--- config.mk ---
export PLATFORM = sky130hd
export DESIGN_NAME = dmem_arbiter
export DESIGN_NICKNAME = d
export VERILOG_FILES = /design/src/rtl/dmem_arbiter_pkg.sv /design/src/rtl/dmem_arbiter_rr_pick.sv /design/src/rtl/dmem_arbiter.sv
export SDC_FILE = /design/constraint.sdc
export NUM_CORES = 1
export LEC_CHECK = 0
export ABC_AREA = 0
export CAP_MARGIN = 20
export CORE_AREA = 2 2 117 119
export CTS_BUF_LIST = sky130_fd_sc_hd__clkbuf_8
export CTS_CLUSTER_DIAMETER = 30
export DETAILED_ROUTE_END_ITERATION = 12
export DIE_AREA = 0 0 119 121
export PLACE_DENSITY = 0.7
export SETUP_SLACK_MARGIN = 0.2
export SYNTH_ARGS = -nofsm -noshare
export SYNTH_HDL_FRONTEND = slang
export SYNTH_SLANG_ARGS = --single-unit
--- constraint.sdc ---
create_clock -name clk -period 3.02 [get_ports clk]
set_input_delay 0.453 -clock clk [delete_from_list [all_inputs] [get_ports clk]]
set_output_delay 0.453 -clock clk [all_outputs]
set_load 0.02 [all_outputs]
--- src/rtl/dmem_arbiter_pkg.sv ---
// Shared types for the data-memory arbiter: FSM encoding, requester IDs, default burst limit.
// Latency: n/a (definitions only).
// Backpressure: n/a.
package dmem_arbiter_pkg;

    typedef enum logic [1:0] {
        IDLE  = 2'd0,
        OWN_C = 2'd1,
        OWN_D = 2'd2
    } state_t;

    localparam logic REQ_CORE = 1'b0;
    localparam logic REQ_DBG  = 1'b1;

    localparam int BURST_MAX_DEF = 4;

endpackage

--- src/rtl/dmem_arbiter_rr_pick.sv ---
// Two-input round-robin pick with a burst cap on the current owner.
// Latency: purely combinational.
// Backpressure: the loser is simply not picked; it retries next cycle.
module rr_pick
    import dmem_arbiter_pkg::*;
#(
    parameter int BURST_MAX = BURST_MAX_DEF,
    parameter int CW        = $clog2(BURST_MAX + 1)
) (
    input  state_t          state,
    input  logic            last_gnt,
    input  logic [CW-1:0]   burst_cnt,
    input  logic            c_req,
    input  logic            d_req,
    output logic            pick_c,
    output logic            pick_d
);

    always_comb begin
        pick_c = 1'b0;
        pick_d = 1'b0;
        if (c_req && d_req) begin
            case (state)
                OWN_C: begin
                    if (burst_cnt < CW'(BURST_MAX)) pick_c = 1'b1;
                    else                            pick_d = 1'b1;
                end
                OWN_D: begin
                    if (burst_cnt < CW'(BURST_MAX)) pick_d = 1'b1;
                    else                            pick_c = 1'b1;
                end
                default: begin
                    // From IDLE, whoever did not win last time goes first.
                    if (last_gnt == REQ_DBG) pick_c = 1'b1;
                    else                     pick_d = 1'b1;
                end
            endcase
        end else begin
            pick_c = c_req;
            pick_d = d_req;
        end
    end

endmodule

--- src/rtl/dmem_arbiter.sv ---
// Arbitrates core and debug/DMA ports onto one single-cycle data memory.
// Latency: grant and memory access same cycle; read data one cycle later.
// Backpressure: losing core sees c_stall; losing debug port just sees no d_gnt.
module dmem_arbiter
    import dmem_arbiter_pkg::*;
#(
    parameter int AW        = 32,
    parameter int DW        = 32,
    parameter int BURST_MAX = BURST_MAX_DEF
) (
    input  logic          clk,
    input  logic          rst,
    input  logic          c_req,
    input  logic          c_we,
    input  logic [AW-1:0] c_addr,
    input  logic [DW-1:0] c_wd,
    output logic          c_gnt,
    output logic          c_stall,
    output logic          c_rvalid,
    output logic [DW-1:0] c_rd,
    input  logic          d_req,
    input  logic          d_we,
    input  logic [AW-1:0] d_addr,
    input  logic [DW-1:0] d_wd,
    output logic          d_gnt,
    output logic          d_rvalid,
    output logic [DW-1:0] d_rd,
    output logic          mem_we,
    output logic [AW-1:0] mem_addr,
    output logic [DW-1:0] mem_wd,
    input  logic [DW-1:0] mem_rd
);

    localparam int CW = $clog2(BURST_MAX + 1);

    state_t        state_q, state_d;
    logic          last_gnt_q, last_gnt_d;
    logic [CW-1:0] burst_q, burst_d;
    logic          c_rvalid_q, d_rvalid_q;
    logic [DW-1:0] c_rd_q, d_rd_q;
    logic          pick_c, pick_d;

    rr_pick #(
        .BURST_MAX (BURST_MAX),
        .CW        (CW)
    ) u_rr_pick (
        .state     (state_q),
        .last_gnt  (last_gnt_q),
        .burst_cnt (burst_q),
        .c_req     (c_req),
        .d_req     (d_req),
        .pick_c    (pick_c),
        .pick_d    (pick_d)
    );

    // Reset masks the grants combinationally so nothing reaches memory while rst is high.
    assign c_gnt   = pick_c & ~rst;
    assign d_gnt   = pick_d & ~rst;
    assign c_stall = c_req & ~c_gnt & ~rst;

    always_comb begin
        mem_we   = 1'b0;
        mem_addr = '0;
        mem_wd   = '0;
        if (c_gnt) begin
            mem_we   = c_we;
            mem_addr = c_addr;
            mem_wd   = c_wd;
        end else if (d_gnt) begin
            mem_we   = d_we;
            mem_addr = d_addr;
            mem_wd   = d_wd;
        end
    end

    always_comb begin
        state_d    = IDLE;
        last_gnt_d = last_gnt_q;
        burst_d    = burst_q;
        if (c_gnt) begin
            state_d    = OWN_C;
            last_gnt_d = REQ_CORE;
            if (state_q != OWN_C)                 burst_d = CW'(1);
            else if (burst_q != CW'(BURST_MAX))   burst_d = burst_q + CW'(1);
        end else if (d_gnt) begin
            state_d    = OWN_D;
            last_gnt_d = REQ_DBG;
            if (state_q != OWN_D)                 burst_d = CW'(1);
            else if (burst_q != CW'(BURST_MAX))   burst_d = burst_q + CW'(1);
        end
    end

    always_ff @(posedge clk) begin
        if (rst) begin
            state_q    <= IDLE;
            last_gnt_q <= REQ_DBG;
            burst_q    <= '0;
            c_rvalid_q <= 1'b0;
            d_rvalid_q <= 1'b0;
            c_rd_q     <= '0;
            d_rd_q     <= '0;
        end else begin
            state_q    <= state_d;
            last_gnt_q <= last_gnt_d;
            burst_q    <= burst_d;
            c_rvalid_q <= c_gnt & ~c_we;
            d_rvalid_q <= d_gnt & ~d_we;
            if (c_gnt && !c_we) c_rd_q <= mem_rd;
            if (d_gnt && !d_we) d_rd_q <= mem_rd;
        end
    end

    // A read result landing in a reset cycle is suppressed rather than delivered.
    assign c_rvalid = c_rvalid_q & ~rst;
    assign d_rvalid = d_rvalid_q & ~rst;
    assign c_rd     = rst ? '0 : c_rd_q;
    assign d_rd     = rst ? '0 : d_rd_q;

endmodule

[After elaboration in Yosys (flattened, before gate mapping)]
Index checks and enable logic that the tools add are counted.
Storage, ports and cells
  bits in registers: 72
  bits of input ports: 166
  output and inout bits: 134
  logic and storage cells: 59
Operators by class
  add/subtract/negate cells: 1
  $lt $le $gt $ge: 1
  eq/ne operators: 5
  muxes and demuxes: 25
  bitwise gates (word level): 12
  reduce and logical (&&, ||, !) cells: 7
Operators with widths (count)
  $mux W32: 6
  $mux W3: 5
  $mux W1: 11
  $and A1 B1 Y1: 8
  $not A1 Y1: 4
  $pmux W1 S2: 2
  $add A3 B1 Y3 const B: 1
  $logic_and A1 B1 Y1: 3
  $lt A3 B3 Y1 const B: 1
  $ne A3 B3 Y1 const B: 1
  $eq A2 B1 Y1 const B: 1
  $eq A2 B2 Y1 const B: 1
  $logic_not A1 Y1: 2
  $mux W2: 1
  $ne A2 B1 Y1 const B: 1
  $ne A2 B2 Y1 const B: 1
  $reduce_bool A2 Y1: 1
  $reduce_or A2 Y1: 1

[Logic depth before layout (Yosys ltp)]
  depth in word-level cells: 8
  depth in mapped cells: 8
  gate-level depth less buffers: 6

[By module]
Synthesis repeated with hierarchy kept, for this count alone.
Second synthesis, totals
  cell total of the unflattened synthesis: 342
  area, all modules: 3792.4 um^2
By module, submodules not included
  dmem_arbiter: instances 1, cells each 330, area an instance 3698.5 um^2, seq. area each 1441.4 um^2
  rr_pick: instances 1, cells each 12, area an instance 93.8 um^2, seq. area each 0.0 um^2

[Worst setup path after synthesis]
No wires, ideal clock.
  path kind: register to output
  start: register state_q[0]
  end: output port mem_addr[12]
  data arrival time: 2.011 ns
  data required time: 2.567 ns
  slack: 0.556 ns
  stages on the path, launching flop included: 8
  buffers on the path: 1
  path through: dfxtp_1 -> inv_1 -> ha_1 -> and3b_1 -> a311oi_2 -> clkbuf_1 -> nand2_1 -> o21ai_0
Between the ends
  elaborated cells on any way between the ends: 10
  classes of those cells: eq/ne: 2; mux: 6; bitwise: 2
RTL lines
  start: declaration: RTL line dmem_arbiter.sv:36  | state_t state_q, state_d;
  start signal: assignment: RTL line dmem_arbiter.sv:103  | state_q <= state_d;
  $eq A2 B2 Y1 / $eq A2 B1 Y1 (equally long branches): RTL line dmem_arbiter_rr_pick.sv:23  | case (state)
  $pmux W1 S2 (*): RTL line dmem_arbiter_rr_pick.sv:23
  $mux W1 (*): RTL line dmem_arbiter_rr_pick.sv:22  | if (c_req && d_req) begin
  $and A1 B1 Y1 (*): RTL line dmem_arbiter.sv:57  | assign c_gnt = pick_c & ~rst;
  via c_gnt: RTL line dmem_arbiter.sv:17  | output logic c_gnt,
  $mux W32 (*): RTL line dmem_arbiter.sv:65  | if (c_gnt) begin
  end: declaration: RTL line dmem_arbiter.sv:29  | output logic [AW-1:0] mem_addr,
The timed path passes the listed nets; every way through them passes the cells marked *.

[Worst setup path in the final report]
  start: register state_q[0]
  end: output port mem_we
Between the ends
  cells in the longest elaborated chain, start to end: 6
  elaborated cells on any way between the ends: 10
  classes of those cells: eq/ne: 2; mux: 6; bitwise: 2
RTL lines
  $eq A2 B2 Y1 / $eq A2 B1 Y1 (equally long branches): RTL line dmem_arbiter_rr_pick.sv:23
  $pmux W1 S2: RTL line dmem_arbiter_rr_pick.sv:23
  $mux W1: RTL line dmem_arbiter_rr_pick.sv:22
  $and A1 B1 Y1: RTL line dmem_arbiter.sv:58  | assign d_gnt = pick_d & ~rst;
  $mux W1: RTL line dmem_arbiter.sv:69  | end else if (d_gnt) begin
  $mux W1 (*): RTL line dmem_arbiter.sv:65
  end: declaration: RTL line dmem_arbiter.sv:28  | output logic mem_we,
Mark *: on every way between the ends. The rest lies on a longest branch, timed or not.

==> key figures <==
Worst setup path
  – CP Data Arrival Time: 2340 ps
  – FF-to-FF path depth: 9
  – Worst Path Required: 2570 ps
  – Nature of the critical path endpoint: primary output
  – Critical Path Start Type: flip-flop
  – Crit path kind: flip-flop to primary output
  – Crit Path Max Fanout: 7

Logic synthesis
  – Syn_nets: 659
  – Xor and xnor area share after synthesis: 0.2130%
  – Post-synthesis register bit count: 72
  – Cell variety after synth: 36
  – Seq/Total Area, Yosys: 35.05%
  – Post-Synthesis Cells: 488
  – Synth Area in Compound Gates: 11.20%
  – Post-Synth Simple-Gate Area: 28.66%
  – Mapped Area: 4113 um^2
  – Yosys top cell area share: 35.05%
  – Main combinational cell family by area after synthesis: simple AND/OR/NAND/NOR gates
  – Leading area contributor after synthesis: dfxtp_1
  – YS warnings: 0
  – Post-Synth Adder-Cell Area: 1.521%
  – Average cell area after synthesis: 8.428 um^2
  – Mux contribution to synthesized area: 18.28%
  – Synth top area cells: dfxtp_1, nor2b_1, nand2b_1

Pwr
  – Int Power: 1.823 mW
  – VDD IR-drop max: 0.0002831 V
  – Power Dens Cells: 344.5 nW/um^2
  – Leak Pwr: 3.192 nW
  – Net Sw Power: 0.7944 mW
  – Switching fraction of total power: 30.35%
  – Clock power frac: 25.8%
  – Reg power frac: 39.1%
  – Logic pwr share: 35.2%

Global routing
  – Largest net degree at the start of global routing: 139
  – Grt total ovfl: 0
  – Total track usage: 21.89%
  – First-pass GRT wire length: 24870 um
  – Vias in the first global route: 4573
  – Antenna violations before repair: 0

Placement
  – Pre-CTS setup slack: -114.8 ps
  – DP Wirelength: 12350 um
  – Gp weighted congestion: 0.8646
  – Cell Area, Placed: 7395 um^2
  – PortBufs: 299

Drt
  – Initial DRT Pass Iterations: 6
  – Post-route DRC: 0
  – DR WL/cell: 17.20 um
  – Via count: 4528
  – Vias per std cell: 4.630
  – DR iter-0 viols: 176
  – Final antenna-violating net count: 0
  – Post-Route WL: 16830 um

STA
  – Max Clock Freq: 358.6 MHz
  – RSZ-0062 raised after global routing: yes
  – Worst Tran Pin Value: 560.8 ps
  – Relative slew slack: 62.61%
  – Final min period: 2789 ps
  – Tcrit/Tclk final: 92.35%
  – Layout Skew: 11.83 ps
  – Hold_ws: 527.2 ps
  – Final hold vios: 0
  – Slack of the critical path: 231.2 ps
  – Slew Limit Fails: 0
  – Final setup vio count: 0

Final layout
  – # diodes: 0
  – Share of cells above drive strength 1: 21.82%
  – Nets: 969
  – Most common cell after layout, fill and taps aside: clkdlybuf4s50_1
  – Fillers: 1157
  – Most frequent cells in the layout: clkdlybuf4s50_1, dfxtp_1, nor2b_1
  – Area grow syn2layout: 84.73%
  – Fin area: 7597 um^2

Hold path
  – Hold path depth: 2
  – HP Class: flip-flop to flip-flop

Floorplanning
  – Die Wd: 119 um
  – Core box area: 13090 um^2
  – Initial Utilization: 31.43%
  – Die footprint: 14400 um^2
  – I/O pin count: 300
  – FP Rows: 42
  – Die Y: 121 um

Run status
  – Outcome: complete, no violations

Clocking
  – Clock tree buffer depth: 2
  – CTS buffer count: 9
  – Clock transition at path regs: 70 ps
  – Clk sink count: 72
  – CTS tree: yes
  – CTS H-tree depth: 3
  – Worst-Skew Late Latency: 340 ps
  – Clock root buffer: clkbuf_8

Run
  – Max-cap violation count: 0
## cells in the mapped netlist
cell type / instances
a32oi_1: 1
o21ai_2: 1
xnor2_1: 1
buf_6: 3
a311oi_1: 1
o21ai_0: 64
a21boi_0: 1
mux2i_1: 2
a21oi_1: 4
a31o_2: 1
inv_1: 7
or3b_2: 1
a21o_1: 1
and3b_1: 1
nor3_1: 2
mux2_2: 36
mux2_1: 29
buf_2: 10
and3_1: 1
nor2b_1: 70
nand2b_1: 67
buf_4: 1
nand3b_1: 1
a31oi_1: 2
a311oi_2: 1
ha_1: 5
o21bai_1: 2
a221oi_1: 1
nor4_1: 1
clkbuf_2: 4
a2111oi_0: 1
nand2_1: 67
nor2_1: 6
o211a_1: 1
clkbuf_1: 19
dfxtp_1: 72
## per-layer routing
metal  up-vias  share of wire, %  wire length [um]  track usage [%]
li1       2228                 -                 -                -
met4         0               1.8               297            6.176
met1      2081                39              6520            24.60
met3        20               9.2              1554            7.895
met5         -                 0                 0                0
met2       199                50              8453            38.97
## cell type report
class | count | area, um^2 | share of cell area [%]
Timing Repair Buffer | 336 | 3167 | 41.68
Multi-Input combinational cell | 372 | 2567 | 33.79
Sequential cell | 72 | 1446 | 19.04
Tap cell | 176 | 220.2 | 2.899
Clock buffer | 10 | 137.6 | 1.812
Clock inverter | 5 | 32.53 | 0.4282
Inverter | 7 | 26.28 | 0.3458
## worst paths after layout
path | from | to | slack, ps
setup / recovery | state_q[0] | mem_we | 230
hold / removal | burst_q[1] | burst_q[1] | 530
setup reg to reg | state_q[0] | c_rd_q[20] | 520
hold reg to reg | burst_q[1] | burst_q[1] | 530
## timing repair
action	CTS	global route
cloned	2	4
pin swaps	1	2
hold buffers	0	0
endpoints found under the setup margin	67	63
setup buffers	3	6
resized for setup	292	85
## power by group through the flow
stage | Combinational [mW] | Sequential (mW) | Clock (mW)
2_1_floorplan | 0.392 | 1.04 | 0
6_report | 0.920 | 1.02 | 0.675
4_1_cts | 0.900 | 1.02 | 0.702
5_1_grt | 0.980 | 1.03 | 0.748
3_5_place_dp | 0.902 | 1.04 | 0
3_3_place_gp | 0.887 | 1.04 | 0
## worst max-delay path, stage by stage, from the launching register on
cell and delay (ps):
dfxtp_4 370, inv_2 40, ha_4 220, and3b_2 240
a311oi_4 390, buf_6 180, buf_12 120, mux2i_4 210
nor2_1 50, buf_2 160
## sequential cells by signal (all words and copies together) (netlist names)
| signal | cells |
|---|---|
| d_rvalid_q | 1 |
| d_rd_q | 32 |
| last_gnt_q | 1 |
| c_rvalid_q | 1 |
| burst_q | 3 |
| state_q | 2 |
| c_rd_q | 32 |
## metrics by stage
step	TNS, ps	cells	util [%]	power [mW]
2_1_floorplan	0	488	-	1.430
3_3_place_gp	-1481	948	56.51	1.928
3_5_place_dp	-3187	948	56.51	1.945
4_1_cts	0	968	58.15	2.625
5_1_grt	0	978	58.06	2.755
6_report	0	978	58.06	2.617
## kinds of logic after synthesis
family,Yosys count
xor+xnor,1
flops,72
simple gates,217
compound gates,82
fa+ha+maj,5
buf+inv,44
mux,67
(Power assumes the default switching activity.)
